File: config.mk
export PLATFORM = sky130hd
export DESIGN_NAME = adder_op_sequencer
export DESIGN_NICKNAME = d
export VERILOG_FILES = /design/src/rtl/adder_op_sequencer.sv
export SDC_FILE = /design/constraint.sdc
export NUM_CORES = 1
export LEC_CHECK = 0
export CAP_MARGIN = 25
export CORE_UTILIZATION = 40
export DETAILED_ROUTE_END_ITERATION = 16
export PLACE_DENSITY = 0.7
export SYNTH_ARGS = -nofsm -noshare
export SYNTH_HDL_FRONTEND = slang
export SYNTH_SLANG_ARGS = --single-unit
File: constraint.sdc
create_clock -name CLK -period 4.06 [get_ports CLK]
set_input_delay 0.406 -clock CLK [delete_from_list [all_inputs] [get_ports CLK]]
set_output_delay 0.406 -clock CLK [all_outputs]
set_load 0.05 [all_outputs]
File: src/rtl/adder_op_sequencer.sv
// rtl/adder_op_sequencer.sv - command sequencer time-multiplexing one WIDTH-bit adder for CLEAR/ADD/MUL
//
// Accepts single-cycle command pulses, latches two operands and drives the
// display result register. ADD takes one pass through the adder; MUL is a
// WIDTH-step shift-and-add that reuses the same adder on a sliding
// accumulator slice.
//
// Ports:
//   CLK      - system clock, rising edge
//   RST      - synchronous reset, active-high
//   cmd_clr  - pulse: clear result/overflow, abort any operation
//   cmd_add  - pulse: start ADD (accepted in IDLE only)
//   cmd_mul  - pulse: start MUL (accepted in IDLE only)
//   op_a     - operand A, sampled on command accept
//   op_b     - operand B, sampled on command accept
//   result   - last completed result (2*WIDTH bits)
//   overflow - carry out of ADD, 0 after MUL/CLEAR
//   busy     - high while an operation is in progress
//   done     - one-cycle pulse when result/overflow are updated
module adder_op_sequencer #(
  parameter int WIDTH = 8
) (
  input  logic                 CLK,
  input  logic                 RST,
  input  logic                 cmd_clr,
  input  logic                 cmd_add,
  input  logic                 cmd_mul,
  input  logic [WIDTH-1:0]     op_a,
  input  logic [WIDTH-1:0]     op_b,
  output logic [2*WIDTH-1:0]   result,
  output logic                 overflow,
  output logic                 busy,
  output logic                 done
);

  localparam int CW = (WIDTH > 1) ? $clog2(WIDTH) : 1;
  localparam int AW = $clog2(2 * WIDTH);
  localparam logic [CW-1:0] CNT_LAST = CW'(WIDTH - 1);

  typedef enum logic [1:0] {
    S_IDLE,
    S_ADD,
    S_MUL
  } state_t;

  state_t               state_q, state_d;
  logic [WIDTH-1:0]     a_q, a_d;
  logic [WIDTH-1:0]     b_q, b_d;
  logic [2*WIDTH-1:0]   acc_q, acc_d;
  logic [CW-1:0]        cnt_q, cnt_d;
  logic [2*WIDTH-1:0]   result_d;
  logic                 overflow_d;
  logic                 busy_d;
  logic                 done_d;

  // Shared adder datapath
  logic [AW-1:0]        acc_idx;
  logic [WIDTH-1:0]     add_x;
  logic [WIDTH-1:0]     add_y;
  logic [WIDTH:0]       add_sum;
  logic [2*WIDTH-1:0]   acc_step;

  assign acc_idx = AW'(cnt_q);

  // In MUL the adder works on acc[cnt+WIDTH-1:cnt]; the carry lands in
  // bit cnt+WIDTH, which is always still zero at that step because the
  // partial product so far is below 2^(WIDTH+cnt).
  always_comb begin
    add_x = a_q;
    add_y = b_q;
    if (state_q == S_MUL) begin
      add_x = acc_q[acc_idx +: WIDTH];
      add_y = b_q[cnt_q] ? a_q : '0;
    end
    add_sum = {1'b0, add_x} + {1'b0, add_y};
  end

  always_comb begin
    acc_step = acc_q;
    acc_step[acc_idx +: (WIDTH + 1)] = add_sum;
  end

  always_comb begin
    state_d    = state_q;
    a_d        = a_q;
    b_d        = b_q;
    acc_d      = acc_q;
    cnt_d      = cnt_q;
    result_d   = result;
    overflow_d = overflow;
    done_d     = 1'b0;

    if (cmd_clr) begin
      // Abort wins over everything and never raises done
      state_d    = S_IDLE;
      cnt_d      = '0;
      result_d   = '0;
      overflow_d = 1'b0;
    end else begin
      case (state_q)
        S_IDLE: begin
          if (cmd_add) begin
            a_d     = op_a;
            b_d     = op_b;
            state_d = S_ADD;
          end else if (cmd_mul) begin
            a_d     = op_a;
            b_d     = op_b;
            acc_d   = '0;
            cnt_d   = '0;
            state_d = S_MUL;
          end
        end
        S_ADD: begin
          result_d   = (2 * WIDTH)'(add_sum);
          overflow_d = add_sum[WIDTH];
          done_d     = 1'b1;
          state_d    = S_IDLE;
        end
        S_MUL: begin
          acc_d = acc_step;
          cnt_d = cnt_q + 1'b1;
          if (cnt_q == CNT_LAST) begin
            result_d   = acc_step;
            overflow_d = 1'b0;
            done_d     = 1'b1;
            cnt_d      = '0;
            state_d    = S_IDLE;
          end
        end
        default: begin
          state_d = S_IDLE;
          cnt_d   = '0;
        end
      endcase
    end

    busy_d = (state_d != S_IDLE);
  end

  always_ff @(posedge CLK) begin
    if (RST) begin
      state_q  <= S_IDLE;
      a_q      <= '0;
      b_q      <= '0;
      acc_q    <= '0;
      cnt_q    <= '0;
      result   <= '0;
      overflow <= 1'b0;
      busy     <= 1'b0;
      done     <= 1'b0;
    end else begin
      state_q  <= state_d;
      a_q      <= a_d;
      b_q      <= b_d;
      acc_q    <= acc_d;
      cnt_q    <= cnt_d;
      result   <= result_d;
      overflow <= overflow_d;
      busy     <= busy_d;
      done     <= done_d;
    end
  end

endmodule

* Yosys cells after proc, flatten, opt, wreduce, memory -nomap -nowiden
Index checks and enable logic that the tools add are counted.
** Storage, ports and cells
- Word-level logic and storage cells :: 62
- Flip-flop bits (word level) :: 56
- Output and inout bits :: 19
- Input bits :: 21
** Operators by class
- Reductions and logical operators :: 10
- Magnitude comparators :: 1
- Multiplexer cells :: 28
- Equality and inequality tests :: 6
- Shifts and indexed selects :: 3
- Add/subtract/negate cells :: 3
- Bitwise logic cells :: 2
** Operators by type and width (number)
- case mux 16 bit (2 select lines) :: 2
- two-way mux 8 bit :: 7
- two-way mux 16 bit :: 3
- bitwise mux 16 bit :: 1
- variable shift 9 x 6 -> 16 bit (first input constant) :: 1
- variable part select 16 x 4 -> 8 bit :: 1
- variable part select 9 x 6 -> 16 bit :: 1
- adder 8 x 8 -> 9 bit :: 1
- two-way mux 3 bit :: 3
- case mux 3 bit (3 select lines) :: 1
- two-way mux 2 bit :: 4
- nonzero test 2 bit :: 4
- negation 3 -> 6 bit :: 1
- AND reduction 3 bit :: 2
- less-than comparator 3 x 4 -> 1 bit (second input constant) :: 1
- != test 2 bit (second input constant) :: 2
- case mux 1 bit (2 select lines) :: 2
- case mux 2 bit (2 select lines) :: 1
- AND reduction 4 bit :: 1
- adder 3 x 1 -> 3 bit (second input constant) :: 1
- binary-select mux 1 bit (select 3 bit) :: 1
- == test 3 bit (second input constant) :: 1
- two-way mux 1 bit :: 3
- == test 2 x 1 -> 1 bit (second input constant) :: 1
- other kinds (6) :: 7

* Logic depth before layout (Yosys ltp)
Gate-level depths: netlist of run 1.
- Depth in word-level cells :: 9
- Mapped depth :: 17
- Mapped depth without buffers :: 13

* Worst setup path after synthesis of run 1
Ideal clock, no wire load.
- Path kind :: register to register
- Start point :: register cnt_q[1]
- End point :: register result[2]
- Arrival time :: 4.151 ns
- Slack :: -0.221 ns
- Clock period less this slack :: 4.281 ns
- Cell stages (with the launch flop) :: 15
- Buffers on the path :: 3
- Library setup time :: 0.131 ns
- Data required time :: 3.929 ns
- Path through :: dfxtp_1 > clkbuf_1 > buf_1 > clkbuf_1 > mux4_2 > a21oi_1 > a21oi_1 > ha_1 > fa_1 > a21o_1 > a221oi_4 > o21ai_0 > mux4_2 > o21ai_1 > a21oi_1
** On the way
- Word-level cells in the longest chain between the ends :: 9
- Elaborated cells on any way between the ends :: 16
- Classes of those cells :: add/sub (2); eq/ne (2); shift (3); mux (8); reduce/logical (1)
** Ends and longest elaborated chain
- start, declared :: line 50 : logic [CW-1:0] cnt_q, cnt_d;
- start signal, assigned :: line 157 : cnt_q <= cnt_d;
- binary-select mux 1 bit (select 3 bit) :: line 73 : add_y = b_q[cnt_q] ? a_q : '0;
- two-way mux 1 bit (not written as such) :: line 73
- two-way mux 8 bit :: line 73
- two-way mux 8 bit :: line 71 : if (state_q == S_MUL) begin
- adder 8 x 8 -> 9 bit :: line 75 : add_sum = {1'b0, add_x} + {1'b0, add_y};
- variable part select 9 x 6 -> 16 bit :: line 80 : acc_step[acc_idx +: (WIDTH + 1)] = add_sum;
- bitwise mux 16 bit :: line 80
- two-way mux 16 bit :: line 123 : if (cnt_q == CNT_LAST) begin
- case mux 16 bit (2 select lines) :: line 100 : case (state_q)
- end signal, assigned :: line 158 : result <= result_d;
- end, declared :: line 30 : output logic [2*WIDTH-1:0] result,
Parallel ways exist; a longest one is shown, timed or not. The select of a mux whose other input is x is not followed.
A chain may end at the register's enable or synchronous reset.

* Worst setup path in the final report of run 1
Same ends and word-level chain as after synthesis.

==> run metrics, run 1 <==
library cell occupying the most area in the post-synthesis netlist dfxtp_1; Clock Skews 0.00817 ns; register share of total power 39.1%; global route overflow 0; switching fraction of total power 29.0%; fraction of final layout cells with drive strength greater than 1 13.7%; Primary FF master, synth dfxtp_1; power density over cell area 268 nW/µm²; setup slack on the worst flop-to-flop path 0.16 ns; highest achievable clock rate 0.256 GHz; initial antenna violation count 1; detailed-router iteration count before antenna repair 7; via count 5058; cell types with the largest area share after synthesis dfxtp_1, mux2i_1, a21oi_1, nor2_1, ha_1; clock tree from TritonCTS done; weighted congestion reported at the end of routability-driven placement 1.04; count of fill cells added during filler insertion 1089; post-route fraction of the period consumed by the critical path 96.0%; Final Setup Violations 0; peak supply drop 0.194 mV; Post-layout nets approximately 700; core footprint 11000 µm²; cell chosen for the clock root clkbuf_16; ANT nets after route 0; pin count of the biggest net entering global routing 32; Area after DPL 5290 µm²; die height between 100 and 150 µm; Initial Utilization 41.5%; detailed router's first-iteration violation count 612; tightest slew margin relative to the limit 38.5%; critical path class register to register; Period minus WS final 3.90 ns; maximum count of clock buffers along a single path 2; post-synthesis instance area 4560 µm²; net switching power of the design 430 µW; number of cells produced by synthesis 591; max_cap viols 0; placed wire-length estimate about 14 mm; final instance area 5530 µm²; number of enable-type register cells in the synthesized netlist 0; worst path arrival time 4.07 ns; Final Hold Viols 0; number of buffer cells added on primary ports 39; average wire length per cell after detail routing between 20 and 25 µm; area taken by multi-input logic gates 3230 µm²; clock sinks 56; syn avg cell area 7.72 µm²; fraction of power consumed by combinational cells 22.2%; first-pass GRT wire length 26.8 mm; Die Width 109 µm; via count of the first global-routing pass 4720; worst-case setup margin in the final layout about 0.16 ns; count of yosys warnings during synthesis 0; register area share after synthesis 24.6%; sort of element at the end of the critical path register; setup repair after global routing missed its margin false; CP max FO 15; clock edge transition at the registers on the reported setup and hold paths 0.08 ns; CTS H-Tree Depth 2; nature of the critical path startpoint register; Die ar. 11800 µm²; clock latency on the worst-skew pair roughly 0.3 ns; count of pins over their slew limit 0; cell-internal power ~1100 µW; net count after synthesis 630; mean number of vias per cell 6.46; worst min-delay path class register to register; flop and latch count out of synthesis 56; number of distinct standard cells referenced by the synthesized netlist 77; reported leakage power 0.00215 µW; status finished clean; GRT Overall Usage 30.0%; DRC Markers 0; Clock power frac 38.7%; actual transition at the worst max-transition pin 0.921 ns; async set-or-reset flop fraction in the synthesized netlist 0%; area added between synthesis and finish 21.3%; number of ports placed on the die boundary 40; Placement Setup Slack -0.0706 ns; number of CTS-inserted buffers 5; proportion of netlist area held by the largest area contributor 24.6%; register area 1130 µm²; data required time at the worst endpoint 4.23 ns; number of antenna diodes 0; row count 38; Routed WL 17.3 mm
## cell type report
cell class                      instances  area share (%)
Clock inverter                          3            1.24
Clock buffer                            5            2.26
Multi-Input combinational cell        476            58.3
Inverter                               16            1.09
Sequential cell                        56            20.3
Timing Repair Buffer                   87            13.6
Tap cell                              140            3.17
## per-layer routing
layer  up-vias  global-route usage (%)  wire (µm)
li1       2336                       -          -
met1      2401                    40.9       7590
met2       275                    47.0       7640
met3        46                    6.28       1660
met4         0                    10.1        455
met5         -                       0          0
## what timing repair did
action	in CTS	in global routing
setup endpoints to repair	8	19
hold buffers	0	0
pin swaps	0	1
buffers inserted	0	2
endpoints found under the hold margin	0	0
gates resized for setup	1	8
## path summary, 6_finish.rpt
kind         startpoint         end  cells past startpoint
max            cnt_q[1]   result[2]                     12
min          result[10]  result[10]                      2
max reg2reg    cnt_q[1]   result[2]                     12
min reg2reg  result[10]  result[10]                      2
## through the flow
stage	total power (µW)	utilization (%)	TNS, ns	instances	hold slack, ns
after global routing	1530	50.4	0	783	0.484
after global placement	904	48.1	-0.142	772	0.441
final	1480	50.4	0	783	0.468
after floorplan	784	-	0	591	0.453
after detailed placement	906	48.1	-0.294	772	0.448
after CTS	1470	49.9	0	780	0.468
## cell usage in the layout (no fill, tap or decap), drive strengths merged, types with 5 or more instances in the layout
cell type	count
nor2	66
dfxtp	56
nand2	53
a21oi	51
buf	47
clkdlybuf4s50	39
o21ai	36
mux2i	30
nor3	18
ha	17
inv	16
a31oi	13
a211oi	12
nand3	12
nand4	12
a22o	10
o211ai	10
nand2b	9
a21o	9
mux4	8
o31ai	8
nor2b	6
clkbuf	6
or3	5
## logic make-up (layout without fill, tap and decap cells)
kind of cell	Yosys count	after routing	share of synthesized area [%]
AND/OR/NAND/NOR	205	205	21.5
AO/OA/AOI/OAI	210	210	32.1
XOR/XNOR	4	4	0.768
buffers and inverters	59	111	5.24
flip-flops	56	56	24.6
multiplexers	39	39	10.8
adder cells (fa/ha/maj)	18	18	5.10
## state kept, by name (all words and copies together) (netlist names)
name and cells:
a_q 8, acc_q 16, b_q 8, busy 1
cnt_q 3, done 1, overflow 1, result 16
state_q 2
## critical path, stage by stage (launching register included)
cell and delay (ns):
dfxtp_4 0.44, buf_4 0.26, mux2i_1 0.12, mux4_2 0.48
a21oi_1 0.27, ha_1 0.36, a21o_4 0.27, a221oi_4 0.39
buf_4 0.20, xnor2_2 0.14, mux4_2 0.49, o21ai_1 0.23
a21oi_1 0.11
## synth_stat cells, types with 8 or more instances
library cell,n
a21oi_1,51
dfxtp_1,56
clkbuf_1,37
o211ai_1,10
nand2_1,53
nor2_1,66
a31oi_1,13
ha_1,17
nand3_1,12
inv_1,15
mux2i_1,30
o31ai_1,8
nor3_1,18
nand2b_1,9
a22o_1,10
nand4_1,12
a211oi_1,12
mux4_2,8
o21ai_0,33
## power groups by stage
stage / clock [µW] / sequential (µW) / combinational, µW
2_1_floorplan: 0 / 595 / 189
3_3_place_gp: 0 / 592 / 312
3_5_place_dp: 0 / 592 / 314
4_1_cts: 572 / 579 / 316
5_1_grt: 602 / 580 / 352
6_report: 573 / 579 / 329
No activity file was read; power rests on OpenSTA's default activity.
==> run 2, diff against run 1 <==
--- a/config.mk
+++ b/config.mk
@@ -5,6 +5,7 @@
 export SDC_FILE = /design/constraint.sdc
 export NUM_CORES = 1
 export LEC_CHECK = 0
+export ABC_CLOCK_PERIOD_IN_PS = 3100
 export CAP_MARGIN = 25
 export CORE_UTILIZATION = 40
 export DETAILED_ROUTE_END_ITERATION = 16
==> constraint.sdc (replaced) <==
create_clock -name CLK -period 3.1 [get_ports CLK]
set_input_delay 0.31 -clock CLK [delete_from_list [all_inputs] [get_ports CLK]]
set_output_delay 0.31 -clock CLK [all_outputs]
set_load 0.05 [all_outputs]
==> run 2 against run 1 <==
- critical path depth stayed put
- combinational power is 110% higher
- largest power group unchanged
- non-clock buffer count increased by 139
- maximum frequency grew 11%
- the flow now finishes with violations (setup timing)
- register-to-register slack worse by 0.59 ns
- cell area up 31%
- worst hold slack got worse by 0.0054 ns
- sequential cell count unchanged
- global-route usage grew 6.7 points
- cell count up 18%
==> run metrics, run 2 (synthesis gave the netlist of run 1 again) <==
launch instance of the worst register-to-register path cnt_q[0]; detailed-router iteration count before antenna repair 6; final hold slack 0.463 ns; Post-layout nets 820; status finished with violations; number of CTS-inserted buffers 5; cell chosen for the clock root clkbuf_16; setup repair after global routing missed its margin true; count of pins over their slew limit 0; peak supply drop roughly 0.30 mV; core footprint 11000 µm²; count of fill cells added during filler insertion roughly 900; most frequent standard cell in the layout excluding fill and tap cells buf_4; final instance area 7240 µm²; Most Frequent Cell on Critical Path mux4_2; tightest slew margin relative to the limit 53.9%; Critical path origin cnt_q[0]; hold_sp result[10]; violated checks setup timing; actual transition at the worst max-transition pin 0.690 ns; Final Hold Viols 0; clock edge transition at the registers on the reported setup and hold paths 0.08 ns; Initial Utilization around two fifths; power density over cell area 295 nW/µm²; CP max FO 7; highest achievable clock rate 0.283 GHz; Final Setup Violations 33; nature of the critical path startpoint register; critical-path cell with the highest stage delay mux4_2; worst-case setup margin in the final layout -0.428 ns; first-pass GRT wire length 32.2 mm; number of antenna diodes 0; crit path buf inv count 1; clock sinks 56; maximum single-stage delay on the critical path 0.51 ns; critical path class register to register; worst min-delay path class register to register; Clock Skews 0.00890 ns; detailed router's first-iteration violation count 483; Routed WL 21.4 mm; data required time at the worst endpoint 3.31 ns; worst reg2reg path depth 12; chain of cells forming the critical path mux4_2 -> nand2_2 -> a21oi_4 -> a22o_1 -> ha_2 -> fa_2 -> a21o_4 -> a221oi_4 -> buf_6 -> xnor2_4 -> mux4_2 -> a32o_1; row count 38; weighted congestion reported at the end of routability-driven placement roughly 1; CTS H-Tree Depth 2; highest-count cells in the layout ignoring fill and taps buf_4, nor2_1, dfxtp_1; number of buffer cells added on primary ports 39; initial antenna violation count 0; global route overflow 0; Cells on Worst Hold Path 2; placed wire-length estimate 16.3 mm; sort of element at the end of the critical path register; mean number of vias per cell roughly 6.3; fraction of final layout cells with drive strength greater than 1 37.5%; GRT Overall Usage 36.7%; Die ar. 11800 µm²; Area after DPL 6290 µm²; Die Width roughly 110 µm; Period minus WS final between 3 and 4 ns; via count of the first global-routing pass 5663; reported leakage power 0.00291 µW; area added between synthesis and finish 58.7%; clock tree from TritonCTS done; post-route fraction of the period consumed by the critical path 114%; biggest registers after layout acc_q x16, result x16; number of ports placed on the die boundary 40; clock latency on the worst-skew pair 0.31 ns; logic depth of the worst setup path including buffers 12; maximum count of clock buffers along a single path 2; via count 5801; cell family contributing the most delay on the critical path compound AO/OA/AOI/OAI gates; die height around 110 µm; Placement Setup Slack -0.619 ns; DRC Markers 0; average wire length per cell after detail routing 23.2 µm; pin count of the biggest net entering global routing 33; max_cap viols 0; hold-fix buffer count after cts 0; worst path arrival time 3.74 ns; ANT nets after route 0
[run 2: cell types whose count changed in the layout (fill, tap and decap cells not counted), sizes merged]
cell	before	now
buf	47	187
bufinv	2	1
[run 2: worst reg2reg max path, delay by kind of cell (launching register included)]
kind | cells | cell delay, ns
buffers and inverters | 1 | 0.19
DFF | 1 | 0.39
adders and majority gates | 2 | 0.56
and+or+nand+nor | 1 | 0.09
AOI/OAI and AO/OA | 5 | 1.05
xor gates and xnor gates | 1 | 0.14
muxes | 2 | 1.02
[run 2: metal layers]
layer  track usage [%]  vias up  wire [µm]
met4              15.9        0        801
met5                 0        -          0
met1              48.4     2860       9130
met3              4.36       52       1430
li1                  -     2625          -
met2              60.3      264      10000
[run 2: power breakdown]
group          internal (µW)  switching [µW]
Clock                    386             297
Sequential               737            16.8
Combinational            339             358
[run 2: final cells by class]
type | count | area, µm² | share of cell area [%]
Multi-Input combinational cell | 476 | 3810 | 52.6
Clock inverter | 2 | 38.8 | 0.536
Sequential cell | 56 | 1130 | 15.6
Tap cell | 140 | 175 | 2.42
Clock buffer | 6 | 129 | 1.78
Timing Repair Buffer | 226 | 1900 | 26.3
Inverter | 16 | 60.1 | 0.829
[run 2: metrics by stage]
stage          total power (µW)  TNS, ns  instances  utilization (%)
2_1_floorplan              1040   -11.76        591                -
3_3_place_gp               1310   -12.95        890             57.3
3_5_place_dp               1320   -14.83        890             57.3
4_1_cts                    2080    -8.25        916             64.0
5_1_grt                    2200   -13.61        922             65.9
6_report                   2130    -9.70        922             65.9
[run 2: worst paths after layout]
check	end	slack [ns]
min	result[10]	0.46
max reg2reg	acc_q[0]	-0.43
min reg2reg	result[10]	0.46
max	acc_q[0]	-0.43
[run 2: timing repair]
item                                    in CTS  in global routing
endpoints found under the setup margin      33                 33
gates resized for setup                     86                 29
buffers inserted                            18                  7
pin swaps                                   36                 31
==> run 3, diff against run 2 <==
--- a/config.mk
+++ b/config.mk
@@ -9,7 +9,9 @@
 export CAP_MARGIN = 25
 export CORE_UTILIZATION = 40
 export DETAILED_ROUTE_END_ITERATION = 16
+export HOLD_SLACK_MARGIN = 0.1
 export PLACE_DENSITY = 0.7
 export SYNTH_ARGS = -nofsm -noshare
 export SYNTH_HDL_FRONTEND = slang
 export SYNTH_SLANG_ARGS = --single-unit
+export TNS_END_PERCENT = 5
==> run 3 against run 2 <==
- the run still ends with setup timing left
- cell area down 9.4%
- critical endpoint is now acc_q[6]
- cell count down 3.3%
- maximum frequency down 2.1%
- global-route usage down 2.7 points
- first-iteration DRC count up 20%
- combinational power down 20%
- register-to-register slack worse by 0.08 ns
- setup slack worse by 0.076 ns
==> run metrics, run 3 (synthesis gave the netlist of run 1 again) <==
Routed WL 19.8 mm; maximum count of clock buffers along a single path 2; weighted congestion reported at the end of routability-driven placement approximately 1.0; fraction of final layout cells with drive strength greater than 1 31.3%; ANT nets after route 0; Critical path destination acc_q[6]; Post-Route Utilization 59.8%; average wire length per cell after detail routing 22.2 µm; final hold slack 0.457 ns; global route overflow 0; number of ports placed on the die boundary 40; worst min-delay path class register to register; status finished with violations; worst path arrival time around 3.8 ns; highest achievable clock rate 0.277 GHz; setup slack on the worst flop-to-flop path -0.50 ns; Initial Utilization 41.5%; count of fill cells added during filler insertion around 1000; placed wire-length estimate 15.6 mm; data required time at the worst endpoint around 3.3 ns; detailed-router iteration count before antenna repair 5; critical path class register to register; reported leakage power 0.00269 µW; count of pins over their slew limit 0; DRC Markers 0; area added between synthesis and finish 43.8%; Final Setup Violations 33; most frequent standard cell in the layout excluding fill and tap cells buf_4; hold_sp result[9]; Area after DPL 6110 µm²; Die Width about 110 µm; Post-layout nets between 700 and 800; launch instance of the worst register-to-register path cnt_q[0]; peak supply drop between 0.2 and 0.25 mV; first-pass GRT wire length about 30 mm; max_cap viols 0; hold-fix buffer count after cts 0; clock tree from TritonCTS done; biggest registers after layout acc_q x16, result x16; mean number of vias per cell 6.23; CP max FO 6; number of antenna diodes 0; actual transition at the worst max-transition pin ~0.87 ns; worst reg2reg path depth 14; worst-case setup margin in the final layout -0.504 ns; via count of the first global-routing pass 5300; tightest slew margin relative to the limit a little over two fifths; clock sinks 56; Final Hold Viols 0; clock edge transition at the registers on the reported setup and hold paths roughly 0.07 ns; cell chosen for the clock root clkbuf_16; final instance area 6560 µm²; highest-count cells in the layout ignoring fill and taps buf_4, nor2_1, dfxtp_1; sort of element at the end of the critical path register; post-route fraction of the period consumed by the critical path 116%; CTS H-Tree Depth 2; number of CTS-inserted buffers 5; Die ar. 11800 µm²; via count 5560; number of buffer cells added on primary ports 39; core footprint 11000 µm²; Period minus WS final around 3.6 ns; pin count of the biggest net entering global routing 26; number of placed cells counting well taps ~880; nature of the critical path startpoint register; clock latency on the worst-skew pair 0.30 ns; setup repair after global routing missed its margin true; power density over cell area 294 nW/µm²; violated checks setup timing; Placement Setup Slack -0.727 ns; detailed router's first-iteration violation count 580; Crit Reg-Reg Endpoint acc_q[6]; GRT Overall Usage 34.0%; initial antenna violation count 0; Critical path origin cnt_q[0]; die height between 100 and 150 µm; Cell Count, Final, Fillers Out 892; row count 38; Clock Skews 0.00750 ns
run 3: cell types whose count changed in the layout (fill, tap and decap cells not counted), sizes merged:
cell      change
bufinv        -1
buf          -30
clkinvlp      +1
run 3: cell type report:
| class | instances | area [µm²] | area share (%) |
|---|---|---|---|
| clock buffers | 6 | 139 | 2.12 |
| clock inverters | 2 | 13.8 | 0.210 |
| inverters | 16 | 63.8 | 0.972 |
| multi-input cells | 476 | 3460 | 52.8 |
| flip-flops and latches | 56 | 1130 | 17.2 |
| well taps | 140 | 175 | 2.67 |
| repair buffers | 196 | 1580 | 24.1 |
run 3: report_power, final:
group          internal, µW  switching [µW]
Clock                   325             293
Sequential              737            15.7
Combinational           255             303
Total                  1320             612
run 3: what timing repair did:
action | in CTS | in global routing
buffers inserted | 7 | 1
pin swaps | 19 | 6
setup endpoints to repair | 33 | 33
resized for setup | 31 | 23
run 3: critical path, cell delays in order, from the launching register on:
cell	delay, ns
dfxtp_4	0.39
mux4_2	0.51
nand2_2	0.11
a21oi_4	0.07
a22o_1	0.23
ha_4	0.19
fa_2	0.36
a21o_4	0.24
a221oi_4	0.29
buf_6	0.20
xnor2_4	0.16
buf_4	0.17
o211ai_1	0.10
o32a_1	0.23
a311oi_1	0.26
run 3: how the worst min path moves through the flow:
stage	to	slack, ns	depth (start not counted)
finish	result[9]	0.46	2
global route	result[10]	0.50	2
CTS	result[9]	0.46	2
detailed placement	result[9]	0.44	2
global placement	result[9]	0.45	2
floorplan	acc_q[15]	0.45	2
run 3: layer usage:
metal | up-vias | part of all wire, % | track usage (%)
li1 | 2567 | - | -
met1 | 2684 | 43 | 46.5
met2 | 261 | 45 | 53.9
met3 | 48 | 8.1 | 3.77
met4 | 0 | 4.1 | 14.9
met5 | - | 0 | 0
run 3: through the flow:
step	power [µW]	TNS [ns]
2_1_floorplan	1030	-13.65
3_3_place_gp	1270	-14.29
3_5_place_dp	1270	-17.13
4_1_cts	1920	-13.17
5_1_grt	1990	-15.93
6_report	1930	-12.23
